### src/rtl/regfile_access_ctrl_if.sv
`default_nettype none
// ============================================================================
// Interface : regfile_access_ctrl_if
// Brief     : Bundles the core request/response handshake, the register-file
//             side signals and the status outputs of regfile_access_ctrl.
// Revision  : 1.0 - initial release
// ============================================================================
interface regfile_access_ctrl_if;

   // core request channel
   logic        req_valid;
   logic        req_ready;
   logic        req_op;
   logic        req_wide;
   logic [2:0]  req_rs1;
   logic [2:0]  req_rs2;
   logic [2:0]  req_rd;
   logic [15:0] req_wdata;

   // read response channel
   logic        rsp_valid;
   logic        rsp_ready;
   logic [7:0]  rsp_rs1_data;
   logic [7:0]  rsp_rs2_data;

   // register-file side
   logic [2:0]  rf_rs1_addr;
   logic [2:0]  rf_rs2_addr;
   logic [2:0]  rf_rd_addr;
   logic [15:0] rf_rd_data;
   logic        rf_r_w;
   logic        rf_input_length;
   logic [7:0]  rf_rs1_data;
   logic [7:0]  rf_rs2_data;

   // status
   logic        err_wide_r7;
   logic [7:0]  rd_count;
   logic [7:0]  wr_count;

   // environment side: core plus register file
   modport master (
      output req_valid, req_op, req_wide, req_rs1, req_rs2, req_rd, req_wdata,
      output rsp_ready, rf_rs1_data, rf_rs2_data,
      input  req_ready, rsp_valid, rsp_rs1_data, rsp_rs2_data,
      input  rf_rs1_addr, rf_rs2_addr, rf_rd_addr, rf_rd_data, rf_r_w,
      input  rf_input_length, err_wide_r7, rd_count, wr_count
   );

   // controller side
   modport slave (
      input  req_valid, req_op, req_wide, req_rs1, req_rs2, req_rd, req_wdata,
      input  rsp_ready, rf_rs1_data, rf_rs2_data,
      output req_ready, rsp_valid, rsp_rs1_data, rsp_rs2_data,
      output rf_rs1_addr, rf_rs2_addr, rf_rd_addr, rf_rd_data, rf_r_w,
      output rf_input_length, err_wide_r7, rd_count, wr_count
   );

endinterface
`default_nettype wire

### src/rtl/regfile_access_ctrl.sv
`default_nettype none
// ============================================================================
// Module   : regfile_access_ctrl
// Brief    : Sequences core read/write requests onto an 8x8-bit register
//            file: timed read capture with response handshake, three-phase
//            write strobe, wide-write-to-r7 rejection and saturating counters.
// Revision : 1.0 - initial release
// ============================================================================
module regfile_access_ctrl #(
   parameter int READ_WAIT = 1     // read settle cycles, 1..15
) (
   input  wire logic              clk,
   input  wire logic              reset,   // asynchronous, active low
   regfile_access_ctrl_if.slave   bus
);

   typedef enum logic [2:0] {
      IDLE     = 3'd0,
      RD_WAIT  = 3'd1,
      RSP      = 3'd2,
      WR_SETUP = 3'd3,
      WR_PULSE = 3'd4,
      WR_HOLD  = 3'd5
   } state_t;

   localparam logic [3:0] c_read_wait = 4'(READ_WAIT);
   localparam logic [7:0] c_cnt_max   = 8'hFF;

   state_t      state_q,           state_d;
   logic [3:0]  wait_cnt_q,        wait_cnt_d;
   logic        req_ready_q,       req_ready_d;
   logic        rsp_valid_q,       rsp_valid_d;
   logic [7:0]  rsp_rs1_data_q,    rsp_rs1_data_d;
   logic [7:0]  rsp_rs2_data_q,    rsp_rs2_data_d;
   logic [2:0]  rf_rs1_addr_q,     rf_rs1_addr_d;
   logic [2:0]  rf_rs2_addr_q,     rf_rs2_addr_d;
   logic [2:0]  rf_rd_addr_q,      rf_rd_addr_d;
   logic [15:0] rf_rd_data_q,      rf_rd_data_d;
   logic        rf_r_w_q,          rf_r_w_d;
   logic        rf_input_length_q, rf_input_length_d;
   logic        err_wide_r7_q,     err_wide_r7_d;
   logic [7:0]  rd_count_q,        rd_count_d;
   logic [7:0]  wr_count_q,        wr_count_d;

   // Next-state and registered-output computation for the access sequencer
   always_comb begin
      state_d           = state_q;
      wait_cnt_d        = wait_cnt_q;
      req_ready_d       = req_ready_q;
      rsp_valid_d       = rsp_valid_q;
      rsp_rs1_data_d    = rsp_rs1_data_q;
      rsp_rs2_data_d    = rsp_rs2_data_q;
      rf_rs1_addr_d     = rf_rs1_addr_q;
      rf_rs2_addr_d     = rf_rs2_addr_q;
      rf_rd_addr_d      = rf_rd_addr_q;
      rf_rd_data_d      = rf_rd_data_q;
      rf_r_w_d          = 1'b1;
      rf_input_length_d = rf_input_length_q;
      err_wide_r7_d     = err_wide_r7_q;
      rd_count_d        = rd_count_q;
      wr_count_d        = wr_count_q;

      case (state_q)
         IDLE: begin
            if (bus.req_valid && req_ready_q) begin
               req_ready_d = 1'b0;
               if (!bus.req_op) begin
                  rf_rs1_addr_d = bus.req_rs1;
                  rf_rs2_addr_d = bus.req_rs2;
                  wait_cnt_d    = c_read_wait;
                  state_d       = RD_WAIT;
               end else begin
                  // The rf outputs double as the latched write request
                  rf_rd_addr_d      = bus.req_rd;
                  rf_rd_data_d      = bus.req_wdata;
                  rf_input_length_d = bus.req_wide;
                  state_d           = WR_SETUP;
               end
            end
         end

         RD_WAIT: begin
            // <= 1 also covers a zero load so the wait can never stall
            if (wait_cnt_q <= 4'd1) begin
               rsp_rs1_data_d = bus.rf_rs1_data;
               rsp_rs2_data_d = bus.rf_rs2_data;
               rsp_valid_d    = 1'b1;
               wait_cnt_d     = 4'd0;
               state_d        = RSP;
            end else begin
               wait_cnt_d = wait_cnt_q - 4'd1;
            end
         end

         RSP: begin
            if (bus.rsp_ready) begin
               rsp_valid_d = 1'b0;
               req_ready_d = 1'b1;
               if (rd_count_q != c_cnt_max) begin
                  rd_count_d = rd_count_q + 8'd1;
               end
               state_d = IDLE;
            end
         end

         WR_SETUP: begin
            // r7 has no rd+1 partner, so a wide write there is dropped
            if (rf_input_length_q && (rf_rd_addr_q == 3'd7)) begin
               err_wide_r7_d = 1'b1;
               req_ready_d   = 1'b1;
               state_d       = IDLE;
            end else begin
               rf_r_w_d = 1'b0;
               state_d  = WR_PULSE;
            end
         end

         WR_PULSE: begin
            state_d = WR_HOLD;
         end

         WR_HOLD: begin
            req_ready_d = 1'b1;
            if (wr_count_q != c_cnt_max) begin
               wr_count_d = wr_count_q + 8'd1;
            end
            state_d = IDLE;
         end

         default: begin
            req_ready_d = 1'b1;
            rsp_valid_d = 1'b0;
            state_d     = IDLE;
         end
      endcase
   end

   // State and output registers; reset forces the write strobe inactive at once
   always_ff @(posedge clk or negedge reset) begin
      if (!reset) begin
         state_q           <= IDLE;
         wait_cnt_q        <= 4'd0;
         req_ready_q       <= 1'b1;
         rsp_valid_q       <= 1'b0;
         rsp_rs1_data_q    <= 8'd0;
         rsp_rs2_data_q    <= 8'd0;
         rf_rs1_addr_q     <= 3'd0;
         rf_rs2_addr_q     <= 3'd0;
         rf_rd_addr_q      <= 3'd0;
         rf_rd_data_q      <= 16'd0;
         rf_r_w_q          <= 1'b1;
         rf_input_length_q <= 1'b0;
         err_wide_r7_q     <= 1'b0;
         rd_count_q        <= 8'd0;
         wr_count_q        <= 8'd0;
      end else begin
         state_q           <= state_d;
         wait_cnt_q        <= wait_cnt_d;
         req_ready_q       <= req_ready_d;
         rsp_valid_q       <= rsp_valid_d;
         rsp_rs1_data_q    <= rsp_rs1_data_d;
         rsp_rs2_data_q    <= rsp_rs2_data_d;
         rf_rs1_addr_q     <= rf_rs1_addr_d;
         rf_rs2_addr_q     <= rf_rs2_addr_d;
         rf_rd_addr_q      <= rf_rd_addr_d;
         rf_rd_data_q      <= rf_rd_data_d;
         rf_r_w_q          <= rf_r_w_d;
         rf_input_length_q <= rf_input_length_d;
         err_wide_r7_q     <= err_wide_r7_d;
         rd_count_q        <= rd_count_d;
         wr_count_q        <= wr_count_d;
      end
   end

   assign bus.req_ready       = req_ready_q;
   assign bus.rsp_valid       = rsp_valid_q;
   assign bus.rsp_rs1_data    = rsp_rs1_data_q;
   assign bus.rsp_rs2_data    = rsp_rs2_data_q;
   assign bus.rf_rs1_addr     = rf_rs1_addr_q;
   assign bus.rf_rs2_addr     = rf_rs2_addr_q;
   assign bus.rf_rd_addr      = rf_rd_addr_q;
   assign bus.rf_rd_data      = rf_rd_data_q;
   assign bus.rf_r_w          = rf_r_w_q;
   assign bus.rf_input_length = rf_input_length_q;
   assign bus.err_wide_r7     = err_wide_r7_q;
   assign bus.rd_count        = rd_count_q;
   assign bus.wr_count        = wr_count_q;

endmodule
`default_nettype wire

### src/flat_wrapper.sv
// flat-port wrapper written by rule: the top's interface ports become plain ports
module regfile_access_ctrl_flat 
#(
   parameter int READ_WAIT = 1                                 
)
  (clk, reset, bus_req_valid, bus_req_op, bus_req_wide, bus_req_rs1, bus_req_rs2, bus_req_rd, bus_req_wdata, bus_rsp_ready, bus_rf_rs1_data, bus_rf_rs2_data, bus_req_ready, bus_rsp_valid, bus_rsp_rs1_data, bus_rsp_rs2_data, bus_rf_rs1_addr, bus_rf_rs2_addr, bus_rf_rd_addr, bus_rf_rd_data, bus_rf_r_w, bus_rf_input_length, bus_err_wide_r7, bus_rd_count, bus_wr_count);
  regfile_access_ctrl_if bus_i ();
  input  wire logic clk;
  input  wire logic reset;
  input wire logic [$bits(bus_i.req_valid)-1:0] bus_req_valid;
  input wire logic [$bits(bus_i.req_op)-1:0] bus_req_op;
  input wire logic [$bits(bus_i.req_wide)-1:0] bus_req_wide;
  input wire logic [$bits(bus_i.req_rs1)-1:0] bus_req_rs1;
  input wire logic [$bits(bus_i.req_rs2)-1:0] bus_req_rs2;
  input wire logic [$bits(bus_i.req_rd)-1:0] bus_req_rd;
  input wire logic [$bits(bus_i.req_wdata)-1:0] bus_req_wdata;
  input wire logic [$bits(bus_i.rsp_ready)-1:0] bus_rsp_ready;
  input wire logic [$bits(bus_i.rf_rs1_data)-1:0] bus_rf_rs1_data;
  input wire logic [$bits(bus_i.rf_rs2_data)-1:0] bus_rf_rs2_data;
  output wire logic [$bits(bus_i.req_ready)-1:0] bus_req_ready;
  output wire logic [$bits(bus_i.rsp_valid)-1:0] bus_rsp_valid;
  output wire logic [$bits(bus_i.rsp_rs1_data)-1:0] bus_rsp_rs1_data;
  output wire logic [$bits(bus_i.rsp_rs2_data)-1:0] bus_rsp_rs2_data;
  output wire logic [$bits(bus_i.rf_rs1_addr)-1:0] bus_rf_rs1_addr;
  output wire logic [$bits(bus_i.rf_rs2_addr)-1:0] bus_rf_rs2_addr;
  output wire logic [$bits(bus_i.rf_rd_addr)-1:0] bus_rf_rd_addr;
  output wire logic [$bits(bus_i.rf_rd_data)-1:0] bus_rf_rd_data;
  output wire logic [$bits(bus_i.rf_r_w)-1:0] bus_rf_r_w;
  output wire logic [$bits(bus_i.rf_input_length)-1:0] bus_rf_input_length;
  output wire logic [$bits(bus_i.err_wide_r7)-1:0] bus_err_wide_r7;
  output wire logic [$bits(bus_i.rd_count)-1:0] bus_rd_count;
  output wire logic [$bits(bus_i.wr_count)-1:0] bus_wr_count;
  assign bus_i.req_valid = bus_req_valid;
  assign bus_i.req_op = bus_req_op;
  assign bus_i.req_wide = bus_req_wide;
  assign bus_i.req_rs1 = bus_req_rs1;
  assign bus_i.req_rs2 = bus_req_rs2;
  assign bus_i.req_rd = bus_req_rd;
  assign bus_i.req_wdata = bus_req_wdata;
  assign bus_i.rsp_ready = bus_rsp_ready;
  assign bus_i.rf_rs1_data = bus_rf_rs1_data;
  assign bus_i.rf_rs2_data = bus_rf_rs2_data;
  assign bus_req_ready = bus_i.req_ready;
  assign bus_rsp_valid = bus_i.rsp_valid;
  assign bus_rsp_rs1_data = bus_i.rsp_rs1_data;
  assign bus_rsp_rs2_data = bus_i.rsp_rs2_data;
  assign bus_rf_rs1_addr = bus_i.rf_rs1_addr;
  assign bus_rf_rs2_addr = bus_i.rf_rs2_addr;
  assign bus_rf_rd_addr = bus_i.rf_rd_addr;
  assign bus_rf_rd_data = bus_i.rf_rd_data;
  assign bus_rf_r_w = bus_i.rf_r_w;
  assign bus_rf_input_length = bus_i.rf_input_length;
  assign bus_err_wide_r7 = bus_i.err_wide_r7;
  assign bus_rd_count = bus_i.rd_count;
  assign bus_wr_count = bus_i.wr_count;
  regfile_access_ctrl #(.READ_WAIT(READ_WAIT)) u_core (.clk(clk), .reset(reset), .bus(bus_i));
endmodule
### config.mk
export PLATFORM = sky130hd
export DESIGN_NAME = regfile_access_ctrl_flat
export DESIGN_NICKNAME = d
export VERILOG_FILES = /design/src/rtl/regfile_access_ctrl_if.sv /design/src/rtl/regfile_access_ctrl.sv /design/src/flat_wrapper.sv
export SDC_FILE = /design/constraint.sdc
export NUM_CORES = 1
export LEC_CHECK = 0
export BUFFER_PORTS_ARGS = -buffer_cell sky130_fd_sc_hd__buf_2
export CAP_MARGIN = 20
export CORE_ASPECT_RATIO = 1.5
export CORE_MARGIN = 5
export CORE_UTILIZATION = 46
export DETAILED_ROUTE_END_ITERATION = 6
export PLACE_DENSITY = 0.81
export SETUP_SLACK_MARGIN = 0.2
export SLEW_MARGIN = 40
export SYNTH_ARGS = -nofsm -noshare
export SYNTH_HDL_FRONTEND = slang
export SYNTH_SLANG_ARGS = --single-unit
### constraint.sdc
create_clock -name clk -period 1.85 [get_ports clk]
set_input_delay 0.0925 -clock clk [delete_from_list [all_inputs] [get_ports clk]]
set_output_delay 0.0925 -clock clk [all_outputs]
set_load 0.01 [all_outputs]
After elaboration in Yosys (flattened, before gate mapping)
Index checks and enable logic that the tools add are counted.
- bitwise gates (word level): 3
- muxes and demuxes: 19
- reductions and logical operators: 16
- equal/unequal tests: 13
- add/sub/neg operators: 3
- order comparisons: 1
- operator list (operator ; number):
    AND reduction 3 bit ; 6
    adder 8 x 1 -> 8 bit (second input constant) ; 2
    inequality test 8 bit (second input constant) ; 2
    case mux 3 bit (5 select lines) ; 1
    2-to-1 mux 3 bit ; 4
    2-to-1 mux 4 bit ; 3
    == test 3 bit (second input constant) ; 3
    case mux 4 bit (2 select lines) ; 1
    2-to-1 mux 1 bit ; 7
    == test 3 x 2 -> 1 bit (second input constant) ; 2
    inequality test 2 x 1 -> 1 bit (second input constant) ; 3
    AND reduction 2 bit ; 3
    less-or-equal comparator 4 x 1 -> 1 bit (second input constant) ; 1
    inequality test 2 bit (second input constant) ; 2
    case mux 1 bit (4 select lines) ; 1
    AND reduction 4 bit ; 1
    OR reduction 4 bit ; 1
    subtractor 4 x 1 -> 4 bit (second input constant) ; 1
    == test 3 x 1 -> 1 bit (second input constant) ; 1
    logical NOT 3 bit ; 1
    inverter 1 bit ; 3
    case mux 1 bit (3 select lines) ; 1
    logical AND 1 bit ; 2
    2-to-1 mux 2 bit ; 1
    2 further kinds ; 2
- output and inout bits: 62
- input port bits: 47
- flip-flop bits (word level): 69
- logic and storage cells: 70

Longest topological paths before layout
- word-level depth: 4
- gate-level depth with buffers: 6

Least setup slack after synthesis
Ideal clock, no wire load.
- kind: reg2reg
- start point: register u_core.wait_cnt_q[0]
- end point: register u_core.rsp_rs1_data_q[0], in the netlist u_core.bus.rsp_rs1_data[0]
- library setup time: 0.128 ns
- stages on the path, launching flop included: 7
- arrival time: 1.540 ns
- path buffers: 1
- clock period less this slack: 1.668 ns
- slack: 0.182 ns
- cells stage by stage: dfrtp_1 -> inv_1 -> ha_1 -> o21a_1 -> nand2_2 -> buf_2 -> mux2_1
- cells in the longest elaborated chain, start to end: 2
- ends and longest elaborated chain (item ; line ; source):
    start: declaration ; regfile_access_ctrl.sv:30 ; logic [3:0] wait_cnt_q, wait_cnt_d;
    start signal: assignment ; regfile_access_ctrl.sv:158 ; wait_cnt_q <= wait_cnt_d;
    less-or-equal comparator 4 x 1 -> 1 bit ; regfile_access_ctrl.sv:84 ; if (wait_cnt_q <= 4'd1) begin
    AND reduction 2 bit (no source line) ; n/a ;
    end signal: assignment ; regfile_access_ctrl.sv:161 ; rsp_rs1_data_q <= rsp_rs1_data_d;
    end: declaration ; regfile_access_ctrl.sv:33 ; logic [7:0] rsp_rs1_data_q, rsp_rs1_data_d;
Every way passes these cells.
A chain may end at the register's enable or synchronous reset.

Worst setup path after layout
- start point: register u_core.state_q[2]
- end point: register u_core.wait_cnt_q[3]
- cells in the longest elaborated chain, start to end: 3
- elaborated cells on any way between the ends: 7
- those cells by class: eq/ne: 3; mux: 1; reduce/logical: 3
- ends and longest elaborated chain (item ; line ; source):
    start: declaration ; regfile_access_ctrl.sv:29 ; state_t state_q, state_d;
    start signal: assignment ; regfile_access_ctrl.sv:157 ; state_q <= state_d;
    == test 3 x 1 -> 1 bit or logical NOT 3 bit (tied branches) ; regfile_access_ctrl.sv:63 ; case (state_q)
    nonzero test 2 bit (no source line) (tied with other cells) ; n/a ;
    AND reduction 3 bit (no source line) ; n/a ;
Parallel ways exist; a longest one is shown, timed or not.

==> flow_summary.yaml <==
outcome:
  status: "completed"
yosys:
  post-synth-top-count-cell: "dfrtp_1"
  synthCells: 226
  async_flop_share: 1.00
  synth.avg_cell_area_um2: 13.0
  seq_area_frac_synth: 0.588
  ys_top_cells_by_area: "dfrtp_1 (57%), mux2_2 (11%), mux2_1 (6.9%), nand2_1 (2.2%), xnor2_1 (2.1%)"
  ys_warn_count: 0
  ys.flop_type: "dfrtp_1"
  synthTopCellsByCount: "dfrtp_1 (67), mux2_2 (30), mux2_1 (18)"
  netlist_area_um2: 2940
  synth_cell_types: 43
  yosysTopAreaCell: "dfrtp_1"
  yosys.area.top_type_share: 0.570
  synth_edf_count: 0
  syn-num-nets: 277
  ys_seq_elements: 69
sta:
  setup_viol: 0
  hold_violations: 0
  fin_crit_sh: 0.869
  whs_ns: 0.121
  max_slew_margin: 0.757
  worstMarginPinSlew_ns: 0.364
  rsz0062_at_grt: "true"
  report.final.slew_viol_count: 0
  skew_ns: 0.0103
  tns_ns: 0
  fmax_mhz: 622
  layout_min_cycle_time_ns: 1.61
worst_setup_path:
  arrival_ns: 1.84
  r2r_end: "u_core.wait_cnt_q[3]$_DFFE_PN0P_"
  critPathMaxFanout: 10
  crit_cells: 3
  crit_chain: "nand4bb_1 -> or3_4 -> a311o_1"
  cp-start-kind: "flop"
  crit_start: "u_core.state_q[2]$_DFFE_PN0P_"
  reg2reg_from: "u_core.state_q[2]$_DFFE_PN0P_"
  worst_path_largest_cell_delay_ns: 0.47
  crit_buf_inv: 0
  rrSetupSlack_ns: 0.24
  rr_worst_depth: 3
  setup.worst_path.class: "reg2reg"
  path_delay_family: "simple AND/OR/NAND/NOR gates"
  critPathRequiredTime_ns: 2.08
  worstSetupEndpointType: "flop"
  slowest_stage: "dfrtp_2"
route:
  dr.pass1.iters: 4
  via_count: 2407
  first_iter_violations: 64
  wirelength_um: 7580
  vias_per_cell: 5.11
  drc: 0
  antenna_left: 0
  wl_per_cell_um: 16.1
cells_and_area:
  nFillCells: 422
  nNetsFinal: 442
  areaGrowthSynthToFinish_pct: 49.0
  layout-drive-gt1-share: 0.444
floorplan:
  dieWidth_um: 75.3
  start_util: 0.476
  core-area_um2: 6170
  ioPinCount: 109
  die_y_um: 108
  die_area_um2: 8130
  fp-row-count: 35
grt:
  grt_pass1_vias: 2505
  grt_usage: 0.191
  overflow: 0
  grt_max_degree: 70
  antenna_found_initial: 0
  grt_pass1_wl_um: 11800
clock_network:
  cts.sinks: 69
  cts_tree: "built"
  cts_buffers: 9
  htree_num_levels: 3
  insertion_delay_ns: 0.35
  path_clk_slew_ns: 0.07
  ctsLongestPathBuffers: 2
  clock-root-buffer: "clkbuf_8"
pwr:
  internal_power_mw: 2.62
  irDropWorstVdd_mv: 1.01
  p_sw_frac: 0.201
  clockPowerShare: 0.470
  power.total_mw: 3.28
  power_frac_seq: 0.468
  power_frac_comb: 0.062
  p_leak_nw: 2.27
  power.density_nw_per_um2: 748
  power_switching_uw: 660
min_path:
  hold_end: "u_core.bus.rsp_valid$_DFFE_PN0P_"
  worstHoldStart: "bus_rsp_ready"
  holdPathStages: 3
  hold_class: "in2reg"
run:
  max_cap_viol_count: 0
place:
  gp_congestion: 0.805
  portBuffers: 108
  dp_hpwl_um: 4840
==> cell families (layout without fill, tap and decap cells) <==
family | Yosys count | count (layout) | share of synthesized area
compound gates | 27 | 27 | 0.0596
xor+xnor | 9 | 9 | 0.0268
fa+ha+maj | 4 | 4 | 0.0170
buf+inv | 12 | 181 | 0.0196
flops | 69 | 69 | 0.588
mux | 48 | 48 | 0.184
other cells | 0 | 1 | 0
simple gates | 57 | 58 | 0.105
==> what timing repair did <==
item | CTS | global route
endpoints found under the hold margin | 109 | 0
hold buffers | 43 | 0
pin swaps | 0 | 1
setup buffers | 0 | 3
setup endpoints to repair | 24 | 49
cloned | 1 | 0
gates resized for setup | 5 | 7
==> worst reg2reg max path: stages (launching register included) <==
cell and delay [ns]:
dfrtp_2 0.47, nand4bb_1 0.23, or3_4 0.43, a311o_1 0.37
==> cell usage in the layout (no fill, tap or decap), types with 2 or more instances in the layout <==
master,count
a21oi_1,8
dlygate4sd3_1,43
dfrtp_1,65
or3_1,2
nand2_1,17
mux2_1,18
nand2b_1,3
nor3_1,2
dfrtp_2,2
nand4_1,7
dfstp_2,2
inv_1,5
nor2_1,7
mux2_2,30
buf_4,7
buf_2,108
xnor2_1,7
nand3b_1,2
nand3_1,5
xor2_1,2
nand2_8,2
buf_12,2
bufinv_16,3
and3_1,2
ha_1,4
clkbuf_8,11
o21ai_0,4
o22ai_1,2
==> worst max path at each step <==
stage                                                        end  slack, ns
final                           u_core.wait_cnt_q[3]$_DFFE_PN0P_       0.24
after global routing            u_core.wait_cnt_q[3]$_DFFE_PN0P_       0.16
after CTS                       u_core.wait_cnt_q[3]$_DFFE_PN0P_       0.21
after detailed placement  u_core.bus.rsp_rs1_data[7]$_DFFE_PN0P_       0.06
after global placement    u_core.bus.rsp_rs2_data[2]$_DFFE_PN0P_       0.14
after floorplan                 u_core.wait_cnt_q[3]$_DFFE_PN0P_       0.23
==> layout make-up <==
| cell class | count | area [µm²] | area share |
|---|---|---|---|
| sequential | 69 | 1730 | 0.395 |
| antenna | 1 | 2.50 | 0.000571 |
| clock inverter | 5 | 106 | 0.0243 |
| clock buffer | 11 | 151 | 0.0345 |
| timing repair buffer | 160 | 1060 | 0.243 |
| multi-input combinational | 146 | 1220 | 0.277 |
| inverter | 5 | 18.8 | 0.00428 |
| tap | 74 | 92.6 | 0.0211 |
==> metal layers <==
| metal | up-vias | routed length [µm] | track usage |
|---|---|---|---|
| li1 | 1138 | - | - |
| met1 | 1185 | 2570 | 0.195 |
| met2 | 64 | 4390 | 0.346 |
| met3 | 20 | 427 | 0.0549 |
| met4 | 0 | 197 | 0.0900 |
| met5 | - | 0 | 0 |
==> power groups by stage <==
stage | sequential [mW] | clock (mW) | combinational [mW]
2_1_floorplan | 1.57 | 0 | 0.0150
3_3_place_gp | 1.56 | 0 | 0.126
3_5_place_dp | 1.56 | 0 | 0.130
4_1_cts | 1.53 | 1.58 | 0.202
5_1_grt | 1.54 | 1.64 | 0.221
6_report | 1.53 | 1.54 | 0.202
==> metrics by stage <==
step / util / cell area (µm²) / cells / setup slack [ns]
after global routing: 0.709 / 4380 / 470 / 0.164
after global placement: 0.582 / 3590 / 407 / 0.140
after detailed placement: 0.582 / 3590 / 407 / 0.0592
final: 0.710 / 4380 / 471 / 0.242
after floorplan: - / 2940 / 226 / 0.227
after CTS: 0.698 / 4310 / 467 / 0.206
==> state kept, by name, summed over array words and instances, names as in the netlist <==
| signal | flops |
|---|---|
| u_core.bus.wr_count | 8 |
| u_core.bus.rd_count | 8 |
| u_core.bus.rf_r_w | 1 |
| u_core.bus.rf_input_length | 1 |
| u_core.bus.rf_rs1_addr | 3 |
| u_core.bus.rsp_valid | 1 |
| u_core.bus.rf_rd_data | 16 |
| u_core.bus.rf_rd_addr | 3 |
| u_core.bus.rf_rs2_addr | 3 |
| u_core.bus.rsp_rs2_data | 8 |
| u_core.bus.req_ready | 1 |
| u_core.state_q | 3 |
| u_core.bus.err_wide_r7 | 1 |
| u_core.bus.rsp_rs1_data | 8 |
| u_core.wait_cnt_q | 4 |
Power figures use the tool's default switching activity.
